--- config.mk ---
export PLATFORM = sky130hd
export DESIGN_NAME = present_dec_iter
export DESIGN_NICKNAME = d
export VERILOG_FILES = /design/src/rtl/present_pkg.sv /design/src/rtl/present_dec_round.sv /design/src/rtl/present_dec_iter.sv
export SDC_FILE = /design/constraint.sdc
export NUM_CORES = 1
export LEC_CHECK = 0
export CAP_MARGIN = 30
export CORE_UTILIZATION = 45
export CTS_CLUSTER_SIZE = 20
export DETAILED_ROUTE_END_ITERATION = 10
export PLACE_DENSITY = 0.69
export SLEW_MARGIN = 20
export SYNTH_ARGS = -nofsm -noshare
export SYNTH_HDL_FRONTEND = slang
export SYNTH_SLANG_ARGS = --single-unit
--- constraint.sdc ---
create_clock -name clk -period 3.7 [get_ports clk]
set_clock_uncertainty 0.15 [all_clocks]
set_input_delay 0.74 -clock clk [delete_from_list [all_inputs] [get_ports clk]]
set_output_delay 0.74 -clock clk [all_outputs]
set_load 0.005 [all_outputs]
--- src/rtl/present_pkg.sv ---
// Shared types, constants and PRESENT-80 primitives for the iterative decryption core.
package present_pkg;

    localparam logic [4:0] ROUNDS = 5'd31;

    typedef enum logic [2:0] {
        ST_IDLE   = 3'd0,
        ST_KEXP   = 3'd1,
        ST_WHITEN = 3'd2,
        ST_DEC    = 3'd3,
        ST_DONE   = 3'd4
    } state_e;

    function automatic logic [3:0] sbox(input logic [3:0] x);
        logic [3:0] y;
        case (x)
            4'h0:    y = 4'hC;
            4'h1:    y = 4'h5;
            4'h2:    y = 4'h6;
            4'h3:    y = 4'hB;
            4'h4:    y = 4'h9;
            4'h5:    y = 4'h0;
            4'h6:    y = 4'hA;
            4'h7:    y = 4'hD;
            4'h8:    y = 4'h3;
            4'h9:    y = 4'hE;
            4'hA:    y = 4'hF;
            4'hB:    y = 4'h8;
            4'hC:    y = 4'h4;
            4'hD:    y = 4'h7;
            4'hE:    y = 4'h1;
            4'hF:    y = 4'h2;
            default: y = 4'h0;
        endcase
        return y;
    endfunction

    function automatic logic [3:0] sbox_inv(input logic [3:0] x);
        logic [3:0] y;
        case (x)
            4'h0:    y = 4'h5;
            4'h1:    y = 4'hE;
            4'h2:    y = 4'hF;
            4'h3:    y = 4'h8;
            4'h4:    y = 4'hC;
            4'h5:    y = 4'h1;
            4'h6:    y = 4'h2;
            4'h7:    y = 4'hD;
            4'h8:    y = 4'hB;
            4'h9:    y = 4'h4;
            4'hA:    y = 4'h6;
            4'hB:    y = 4'h3;
            4'hC:    y = 4'h0;
            4'hD:    y = 4'h7;
            4'hE:    y = 4'h9;
            4'hF:    y = 4'hA;
            default: y = 4'h0;
        endcase
        return y;
    endfunction

    // Bit i of the result is gathered from where the forward pLayer would have sent it.
    function automatic logic [63:0] perm_inv(input logic [63:0] x);
        logic [63:0] r;
        logic [5:0]  src;
        r = 64'd0;
        for (int i = 0; i < 63; i++) begin
            src  = 6'((i * 16) % 63);
            r[i] = x[src];
        end
        r[63] = x[63];
        return r;
    endfunction

    function automatic logic [79:0] key_fwd(input logic [79:0] key, input logic [4:0] c);
        logic [79:0] t;
        t          = {key[18:0], key[79:19]};
        t[79:76]   = sbox(t[79:76]);
        t[19:15]   = t[19:15] ^ c;
        return t;
    endfunction

    function automatic logic [79:0] key_inv(input logic [79:0] key, input logic [4:0] c);
        logic [79:0] t;
        t          = key;
        t[19:15]   = t[19:15] ^ c;
        t[79:76]   = sbox_inv(t[79:76]);
        return {t[60:0], t[79:61]};
    endfunction

endpackage

--- src/rtl/present_dec_round.sv ---
// One inverse PRESENT round: steps the key schedule back by one and unwinds the state.
module present_dec_round
    import present_pkg::*;
(
    input  logic [63:0] st_i,
    input  logic [79:0] key_i,
    input  logic [4:0]  cnt_i,
    output logic [63:0] st_o,
    output logic [79:0] key_o
);

    logic [63:0] perm_s;
    logic [63:0] sub_s;

    // Inverse pLayer, inverse S-box layer, then add the recovered round key.
    always_comb begin
        key_o  = key_inv(key_i, cnt_i);
        perm_s = perm_inv(st_i);
        sub_s  = 64'd0;
        for (int i = 0; i < 16; i++) begin
            sub_s[4*i +: 4] = sbox_inv(perm_s[4*i +: 4]);
        end
        st_o = sub_s ^ key_o[79:16];
    end

endmodule

--- src/rtl/present_dec_iter.sv ---
// Iterative PRESENT-80 decryption: forward key expansion, whitening, then 31 inverse rounds.
module present_dec_iter
    import present_pkg::*;
(
    input  logic        clk,
    input  logic        rst_n,
    input  logic        in_valid,
    output logic        in_ready,
    input  logic [63:0] ct,
    input  logic [79:0] k,
    output logic        out_valid,
    input  logic        out_ready,
    output logic [63:0] pt
);

    state_e      state_q;
    logic [63:0] st_q;
    logic [79:0] key_q;
    logic [4:0]  cnt_q;
    logic [63:0] pt_q;
    logic [63:0] st_d;
    logic [79:0] key_d;

    present_dec_round u_round (
        .st_i  (st_q),
        .key_i (key_q),
        .cnt_i (cnt_q),
        .st_o  (st_d),
        .key_o (key_d)
    );

    // Handshake flags are pure state decodes so they never depend on inputs.
    assign in_ready  = (state_q == ST_IDLE);
    assign out_valid = (state_q == ST_DONE);
    assign pt        = pt_q;

    // Control FSM and datapath registers.
    always_ff @(posedge clk or negedge rst_n) begin
        if (!rst_n) begin
            state_q <= ST_IDLE;
            st_q    <= 64'd0;
            key_q   <= 80'd0;
            cnt_q   <= 5'd0;
            pt_q    <= 64'd0;
        end else begin
            case (state_q)
                ST_IDLE: begin
                    if (in_valid) begin
                        st_q    <= ct;
                        key_q   <= k;
                        cnt_q   <= 5'd1;
                        state_q <= ST_KEXP;
                    end else begin
                        state_q <= ST_IDLE;
                    end
                end
                ST_KEXP: begin
                    key_q <= key_fwd(key_q, cnt_q);
                    // Last step yields K32; cnt stays at 31 to seed the first inverse round.
                    if (cnt_q == ROUNDS) begin
                        cnt_q   <= ROUNDS;
                        state_q <= ST_WHITEN;
                    end else begin
                        cnt_q   <= cnt_q + 5'd1;
                    end
                end
                ST_WHITEN: begin
                    st_q    <= st_q ^ key_q[79:16];
                    state_q <= ST_DEC;
                end
                ST_DEC: begin
                    st_q  <= st_d;
                    key_q <= key_d;
                    cnt_q <= cnt_q - 5'd1;
                    if (cnt_q == 5'd1) begin
                        pt_q    <= st_d;
                        state_q <= ST_DONE;
                    end else begin
                        state_q <= ST_DEC;
                    end
                end
                ST_DONE: begin
                    if (out_ready) begin
                        state_q <= ST_IDLE;
                    end else begin
                        state_q <= ST_DONE;
                    end
                end
                default: begin
                    state_q <= ST_IDLE;
                end
            endcase
        end
    end

endmodule

After elaboration in Yosys (flattened, before gate mapping)
Memories as Yosys holds them, arrays and structs flattened.
Index checks and enable logic that the tools add are counted.
- add/sub/neg operators: 2
- equal/unequal tests: 8
- muxes and demuxes: 12
- bitwise gates (word level): 4
- reductions and logical operators: 6
- operators with widths (kind ; count):
    one-hot mux 80 bit (3 select lines) ; 1
    one-hot mux 64 bit (3 select lines) ; 1
    bitwise XOR 64 bit ; 2
    two-way mux 80 bit ; 1
    two-way mux 64 bit ; 1
    one-hot mux 3 bit (5 select lines) ; 1
    one-hot mux 5 bit (3 select lines) ; 1
    two-way mux 5 bit ; 2
    bitwise XOR 5 bit ; 2
    two-way mux 3 bit ; 3
    equality test 3 x 2 -> 1 bit (second input constant) ; 2
    AND reduction 2 bit ; 3
    nonzero test 3 bit ; 2
    adder 5 x 1 -> 5 bit (second input constant) ; 1
    equality test 5 x 1 -> 1 bit (second input constant) ; 1
    equality test 5 bit (second input constant) ; 1
    subtractor 5 x 1 -> 5 bit (second input constant) ; 1
    != test 2 bit (second input constant) ; 2
    equality test 3 x 1 -> 1 bit (second input constant) ; 1
    equality test 3 bit (second input constant) ; 1
    logical NOT 3 bit ; 1
    two-way mux 1 bit ; 1
- register bits: 216
- bits in read-only memories: 1152
- bits of input ports: 148
- output and inout bits: 66
- logic and storage cells: 55
- memories kept: 18
- memories (memory ; words ; bits a word ; rd ports ; clocked after memory_dff ; wr ports ; RTL line ; text):
    (no name shown) ; 16 ; 4 ; 1 ; 0 ; 0 ; present_pkg.sv:16 ; case (x)
    (no name shown) ; 16 ; 4 ; 1 ; 0 ; 0 ; present_pkg.sv:40 ; case (x)
    (no name shown) ; 16 ; 4 ; 1 ; 0 ; 0 ; present_pkg.sv:40 ;
    (no name shown) ; 16 ; 4 ; 1 ; 0 ; 0 ; present_pkg.sv:40 ;
    (no name shown) ; 16 ; 4 ; 1 ; 0 ; 0 ; present_pkg.sv:40 ;
    (no name shown) ; 16 ; 4 ; 1 ; 0 ; 0 ; present_pkg.sv:40 ;
    +12 memories ; - ; - ; - ; - ; - ; - ;

Logic depth before layout (Yosys ltp)
Gate-level depths: netlist of run 1.
- depth in word-level cells: 3
- depth in mapped cells: 8
- mapped depth without buffers: 7

Hierarchy
From an unflattened synthesis of run 1, not the netlist that was laid out.
- cell total of the unflattened synthesis: 1836
- area, all modules: 16449.5 µm²
- modules (own cells, without submodules) (module ; times used ; cells an instance ; area an instance (µm²) ; seq. area each (µm²)):
    present_dec_iter ; 1 ; 1259 ; 11751.3 ; 5405.2
    present_dec_round ; 1 ; 577 ; 4698.3 ; 0.0

Worst setup path before layout of run 1
No wires, ideal clock.
- path kind: register -> register
- start point: reg st_q[13]
- end point: reg st_q[55]
- setup time: 0.126 ns
- arrival: 1.805 ns
- data required time: 3.424 ns
- path slack: 1.619 ns
- cell stages (with the launch flop): 6
- path buffers: 0
- period minus slack after synthesis: 2.081 ns
- cells stage by stage: dfrtp_1 inv_1 ha_1 mux4_2 xnor2_1 a221o_1
- word-level cells in the longest chain between the ends: 3
- ends and longest elaborated chain (element ; RTL line ; text):
    from (decl) ; present_dec_iter.sv:17 ; logic [63:0] st_q;
    from (signal assigned) ; present_dec_iter.sv:49 ; st_q <= ct;
    from (signal assigned) ; present_dec_iter.sv:68 ; st_q <= st_q ^ key_q[79:16];
    from (signal assigned) ; present_dec_iter.sv:72 ; st_q <= st_d;
    memory (16 x 4 bit) ; - ;
    bitwise XOR 64 bit ; present_dec_round.sv:23 ; st_o = sub_s ^ key_o[79:16];
    one-hot mux 64 bit (3 select lines) ; present_dec_iter.sv:46 ; case (state_q)
No other way between the ends.
A chain may end at the register's enable or synchronous reset.

Worst setup path in the final report of run 1
- start point: reg state_q[0]
- end point: out in_ready
- word-level cells in the longest chain between the ends: 1
- ends and longest elaborated chain (element ; RTL line ; text):
    from (decl) ; present_dec_iter.sv:16 ; state_e state_q;
    from (signal assigned) ; present_dec_iter.sv:40 ; state_q <= ST_IDLE;
    from (signal assigned) ; present_dec_iter.sv:52 ; state_q <= ST_KEXP;
    from (signal assigned) ; present_dec_iter.sv:54 ; state_q <= ST_IDLE;
    logical NOT 3 bit ; present_dec_iter.sv:33 ; assign in_ready = (state_q == ST_IDLE);
    to (decl) ; present_dec_iter.sv:8 ; output logic in_ready,
No other way between the ends.

==> results of run 1 <==
## area by class of cell
cell class	count	area [sq um]	area share, %
multi-input cells	1261	8712	47.65
flip-flops and latches	216	5409	29.59
repair buffers	240	2444	13.37
clock buffers	34	732.0	4.004
well taps	442	553.0	3.025
inverters	78	292.8	1.601
clock inverters	13	140.1	0.7665
## stage by stage
| stage | cell area (sq um) | power, W |
|---|---|---|
| final | 18280 | 0.01959 |
| after global routing | 18280 | 0.02083 |
| after detailed placement | 17400 | 0.01670 |
| after CTS | 18270 | 0.01937 |
| after global placement | 17400 | 0.01636 |
| after floorplan | 14980 | 0.01241 |
## layer usage
metal	routed length (um)	GRT usage (%)
met5	0	0
met4	3719	20.57
met3	5660	6.758
met2	23310	47.00
met1	22180	43.47
## Yosys cell counts, drive strengths merged (4+ instances only)
master | instances | area [sq um]
mux2i | 83 | 830.8
mux2 | 22 | 247.7
o22ai | 7 | 43.79
ha | 113 | 1414
o21ai | 226 | 1131
nor2b | 7 | 43.79
xor2 | 29 | 254.0
xnor2 | 56 | 490.5
nor2 | 130 | 488.0
nand2b | 9 | 56.30
inv | 78 | 292.8
buf | 85 | 431.7
nand2 | 162 | 608.1
a22oi | 4 | 30.03
mux4 | 26 | 585.6
a211oi | 37 | 277.8
a21o | 4 | 30.03
a31oi | 11 | 68.82
o21a | 18 | 135.1
a221o | 8 | 80.08
a32o | 10 | 100.1
a21oi | 173 | 865.8
nor3 | 23 | 120.1
a221oi | 17 | 148.9
o221ai | 18 | 157.7
dfrtp | 216 | 5405
clkbuf | 45 | 168.9
nand3 | 33 | 165.2
a222oi | 5 | 50.05
## power breakdown
part           switching (W)  total (W)  internal (W)
clock                0.00109    0.00263       0.00154
sequential           0.00270    0.00625       0.00355
combinational        0.00592     0.0107       0.00477
## cell families after synthesis
family / Yosys count / share of synthesized area (%)
mux: 131 / 11.11
buf+inv: 208 / 5.965
compound gates: 559 / 22.09
flops: 216 / 36.09
simple gates: 373 / 10.33
fa+ha+maj: 113 / 9.441
xor+xnor: 85 / 4.971
## flip-flops by register name, summed over array words and instances, names as in the netlist
signal / count
st_q: 64
cnt_q: 5
pt: 64
state_q: 3
key_q: 80
## how the worst max path moves through the flow
stage               slack [ns]                    to  cells after the start                    from
floorplan                 1.62  st_q[55]$_DFFE_PN0P_                      5    st_q[13]$_DFFE_PN0P_
global placement          0.67  st_q[19]$_DFFE_PN0P_                      8                in_valid
detailed placement        0.57  st_q[21]$_DFFE_PN0P_                      8                in_valid
CTS                       0.71              in_ready                      3  state_q[0]$_DFFE_PN0P_
global route              0.59              in_ready                      3  state_q[0]$_DFFE_PN0P_
finish                    0.68              in_ready                      3  state_q[0]$_DFFE_PN0P_
==> impl_metrics.yaml, run 1 <==
timing:
  rsz0062_at_grt: "false"
  min_period_over_period_pct: 81.66
  finalSetupTns_ns: 0
  setup_ws_ns: 0.6784
  relSlewSlack_pct: 40.47
  max_slew.worst_pin.slew_ns: 0.8908
  fmax_mhz: 331.0
  finalSetupViolCount: 0
  hold_viol_final: 0
  min_period_ns: 3.022
  timing.hold.ws_ns: 0.06247
  maxSlewViolCount: 0
clocking:
  clk_latency_ns: 0.54
  cts.clk_slew.worst_paths_ns: 0.06
  h-tree-depth: 1
  tritoncts: "done"
  clock_path_buffers: 3
  root_buffer: "clkbuf_16"
  cts_resized: 0
  clkSinkCount: 216
  postCtsHoldBufs: 0
  numCtsBuffers: 26
  postCtsSetupBuffers: 0
finish:
  drive_above_1_share_pct: 6.949
  antenna_cells: 0
  area_growth_pct: 22.08
  final_cell_mix: "dfrtp_1 (215), clkdlybuf4s50_1 (212), o21ai_0 (191)"
  n_fill_cell: 2938
  final_common_cell: "dfrtp_1"
  nets: 2084
  postLayoutCoreUtil_pct: 56.05
  final_cells: 2284
route:
  drc: 0
  dr.pass1.iters: 8
  vias: 13830
  viasPerCell: 6.056
  drt_iter0_drc: 1725
  drtAntennaViolNets: 0
  routed_wl_um: 54870
  wire_per_inst_um: 24.02
die:
  core_sq_mm: 0.03262
  die_h_um: 184.4
  rows: 66
  die_area_sq_mm: 0.03401
  die_w_um: 184.4
  initial_core_util_pct: 45.91
  io_pins: 214
worst_setup_path:
  path_buf_inv: 2
  r2r-start: "state_q[2]$_DFFE_PN0P_"
  path_class: "flop to primary output"
  required_ns: 2.81
  crit_fanout: 13
  arrival_ns: 2.13
  worst-r2r-cell-count: 7
  path_delay_family: "buffers and inverters"
  slowest_delay_ns: 0.59
  rrSetupSlack_ns: 0.93
  crit_path_top_delay_cell: "dfrtp_1"
  crit_path_end_kind: "primary output"
  r2r-end: "st_q[62]$_DFFE_PN0P_"
  path_cells: "nor3_1 -> buf_4 -> clkdlybuf4s50_1"
  cp-start-kind: "flop"
placed_design:
  place_ws_ns: 0.5669
  placed_cells: 2236
  place_hpwl_um: 40600
  place.port_buffers: 213
  place_congestion: 0.9958
global_routing:
  grt_pass1_wl_um: 80000
  antenna_found_initial: 0
  grt_max_degree: 99
  track_usage_pct: 32.27
  grt_pass1_vias: 12750
  grt_overflow: 0
synthesis:
  synth_enable_flop_cells: 0
  synth-seq-area-share_pct: 36.09
  synthArstFlopShare_pct: 100.0
  syn-instance-count: 1685
  synth_cell_types: 54
  yosysWarnings: 0
  yosys_most_used_dff: "dfrtp_1"
  synth-seq-cells: 216
  syn-cell-area_sq_mm: 0.01498
  synth_fp_nets: 1946
  avgSynthCellArea_sq_um: 8.888
pwr:
  ir_drop_uv: 451.1
  p_leak_nw: 7.687
  powerDensity_mw_per_mm2: 1071
status:
  status: "completed"
flow_run:
  drv_cap: 0
worst_hold_path:
  hp-class: "input pin to async pin"
Note: power is estimated with default switching activity, not from simulation.
==> run 2: changes to the inputs <==
Settings changed: PLACE_DENSITY 0.69 to 0.72.
Clock period 3.7 ns to 2.5 ns, I/O delays scaled along.
==> run 2 against run 1 <==
Highest routed layer unchanged; first-iteration DRC count grew 3.5%; sequential cell count is the same; sequential share of layout area shrank 1.1 points; critical path type unchanged; core utilization grew 2.1 points; power grew 56%.
==> impl_metrics.yaml, run 2 (synthesis results as in run 1) <==
route:
  routed_wl_um: 56770
  drt_iter0_drc: 1785
  drc: 0
  drtAntennaViolNets: 0
  viasPerCell: 6.077
  wire_per_inst_um: 24.16
  dr.pass1.iters: 6
  vias: 14280
worst_setup_path:
  path_cells: "buf_4 -> nor3_2 -> buf_4 -> dlygate4sd2_1"
  arrival_ns: 1.77
  worst-r2r-cell-count: 7
  cp_common_cell: "buf_4"
  crit_fanout: 3
  cp-start-kind: "flop"
  required_ns: 1.85
  crit_path_top_delay_cell: "dfrtp_4"
  slowest_delay_ns: 0.52
  crit_path_end_kind: "primary output"
  path_class: "flop to primary output"
placed_design:
  post_dp_cell_area_sq_mm: 0.01798
  place.port_buffers: 213
  place_hpwl_um: 42230
  place_congestion: 0.9805
pwr:
  p_sw_w: 0.01487
  p_leak_nw: 8.095
  powerDensity_mw_per_mm2: 1613
  ir_drop_uv: 755.3
  p_clk_share_pct: 13.7
  swShare_pct: 48.58
  comb_power_share_pct: 57.0
  pwr-share-seq_pct: 29.3
  p_int_w: 0.01574
finish:
  fin_area_sq_mm: 0.01898
  antenna_cells: 0
  final_common_cell: "dfrtp_1"
  nets: 2149
  drive_above_1_share_pct: 10.53
  area_growth_pct: 26.76
  n_fill_cell: 2853
  final_cell_mix: "dfrtp_1 (212), clkdlybuf4s50_1 (210), o21ai_0 (191)"
  postLayoutCoreUtil_pct: 58.20
  largest-register: "key_q"
  largest_reg_flops: 80
die:
  die_w_um: 184.4
  initial_core_util_pct: 45.91
  io_pins: 214
  die_h_um: 184.4
  rows: 66
  die_area_sq_mm: 0.03401
  core_sq_mm: 0.03262
worst_hold_path:
  hp-class: "input pin to async pin"
global_routing:
  grt_pass1_vias: 13540
  grt_util_met3_pct: 6.106
  grt_overflow: 0
  met2_usage_pct: 51.34
  grt_max_degree: 62
  met1_usage_pct: 45.61
  grt_pass1_wl_um: 84240
  grt_busiest_layer: "met2"
  track_usage_pct: 33.73
  antenna_found_initial: 0
timing:
  max_slew.worst_pin.slew_ns: 0.7672
  finalSetupViolCount: 0
  fmax_mhz: 413.5
  finalSetupTns_ns: 0
  rsz0062_at_grt: "false"
  relSlewSlack_pct: 48.85
  min_period_over_period_pct: 96.72
  hold_viol_final: 0
  min_period_ns: 2.418
  maxSlewViolCount: 0
clocking:
  h-tree-depth: 1
  numCtsBuffers: 26
  clkSinkCount: 216
  clock_path_buffers: 3
  tritoncts: "done"
  root_buffer: "clkbuf_16"
  clk_latency_ns: 0.56
  cts.clk_slew.worst_paths_ns: 0.06
status:
  status: "completed"
flow_run:
  drv_cap: 0
run 2: what timing repair did:
| item | in CTS | in global routing |
|---|---|---|
| gates resized for setup | 5 | 3 |
| buffers inserted | 3 | 1 |
| endpoints found under the hold margin | 56 | 0 |
| pin swaps | 0 | 0 |
| endpoints found under the setup margin | 2 | 2 |
| hold buffers | 1 | 0 |
run 2: power groups by stage:
stage	Combinational, W	Sequential, W	Clock (W)
after global routing	0.0189	0.00907	0.00438
after global placement	0.0165	0.00878	0
final	0.0174	0.00897	0.00421
after CTS	0.0172	0.00876	0.00422
after detailed placement	0.0170	0.00884	0
after floorplan	0.0116	0.00672	0
run 2: path summary, 6_finish.rpt:
check | slack, ns | end | from
min in group clk | 0.33 | pt[24]$_DFFE_PN0P_ | pt[24]$_DFFE_PN0P_
worst max-delay path | 0.08 | in_ready | state_q[1]$_DFFE_PN0P_
worst min-delay path | 0.32 | key_q[2]$_DFFE_PN0P_ | rst_n
worst min register to register | 0.33 | pt[24]$_DFFE_PN0P_ | pt[24]$_DFFE_PN0P_
worst max register to register | 0.16 | st_q[30]$_DFFE_PN0P_ | st_q[7]$_DFFE_PN0P_
max in group asynchronous | 1.14 | cnt_q[4]$_DFFE_PN0P_ | rst_n
run 2: per-stage QoR:
stage               hold slack (ns)  total power (W)  setup slack [ns]  std cells
CTS                          0.3376          0.03019          0.001537       2349
finish                       0.3242          0.03061           0.08190       2350
detailed placement           0.3233          0.02583          0.001499       2297
floorplan                   0.05441          0.01836            0.4187       1685
global placement             0.3130          0.02532           0.02836       2297
global route                 0.3555          0.03239           0.02669       2350
run 2: cell type report:
cell class	instances	area [sq um]	share of cell area [%]
clock buffers	30	706.9	3.724
clock inverters	18	236.5	1.246
inverters	78	292.8	1.542
multi-input cells	1261	8725	45.96
flip-flops and latches	216	5413	28.51
well taps	442	553.0	2.913
repair buffers	305	3057	16.10
run 2: per-layer routing:
metal / vias up / part of all wire [%] / routed length [um]
li1: 6375 / - / -
met1: 6885 / 40 / 22630
met2: 859 / 44 / 24890
met3: 162 / 10 / 5910
met4: 0 / 5.9 / 3345
met5: - / 0 / 0
run 2: worst max-delay path: cells and delay by family (launching register included):
family,cells,cell delay (ns)
simple gates,1,0.15
buf+inv,3,0.55
flops,1,0.52
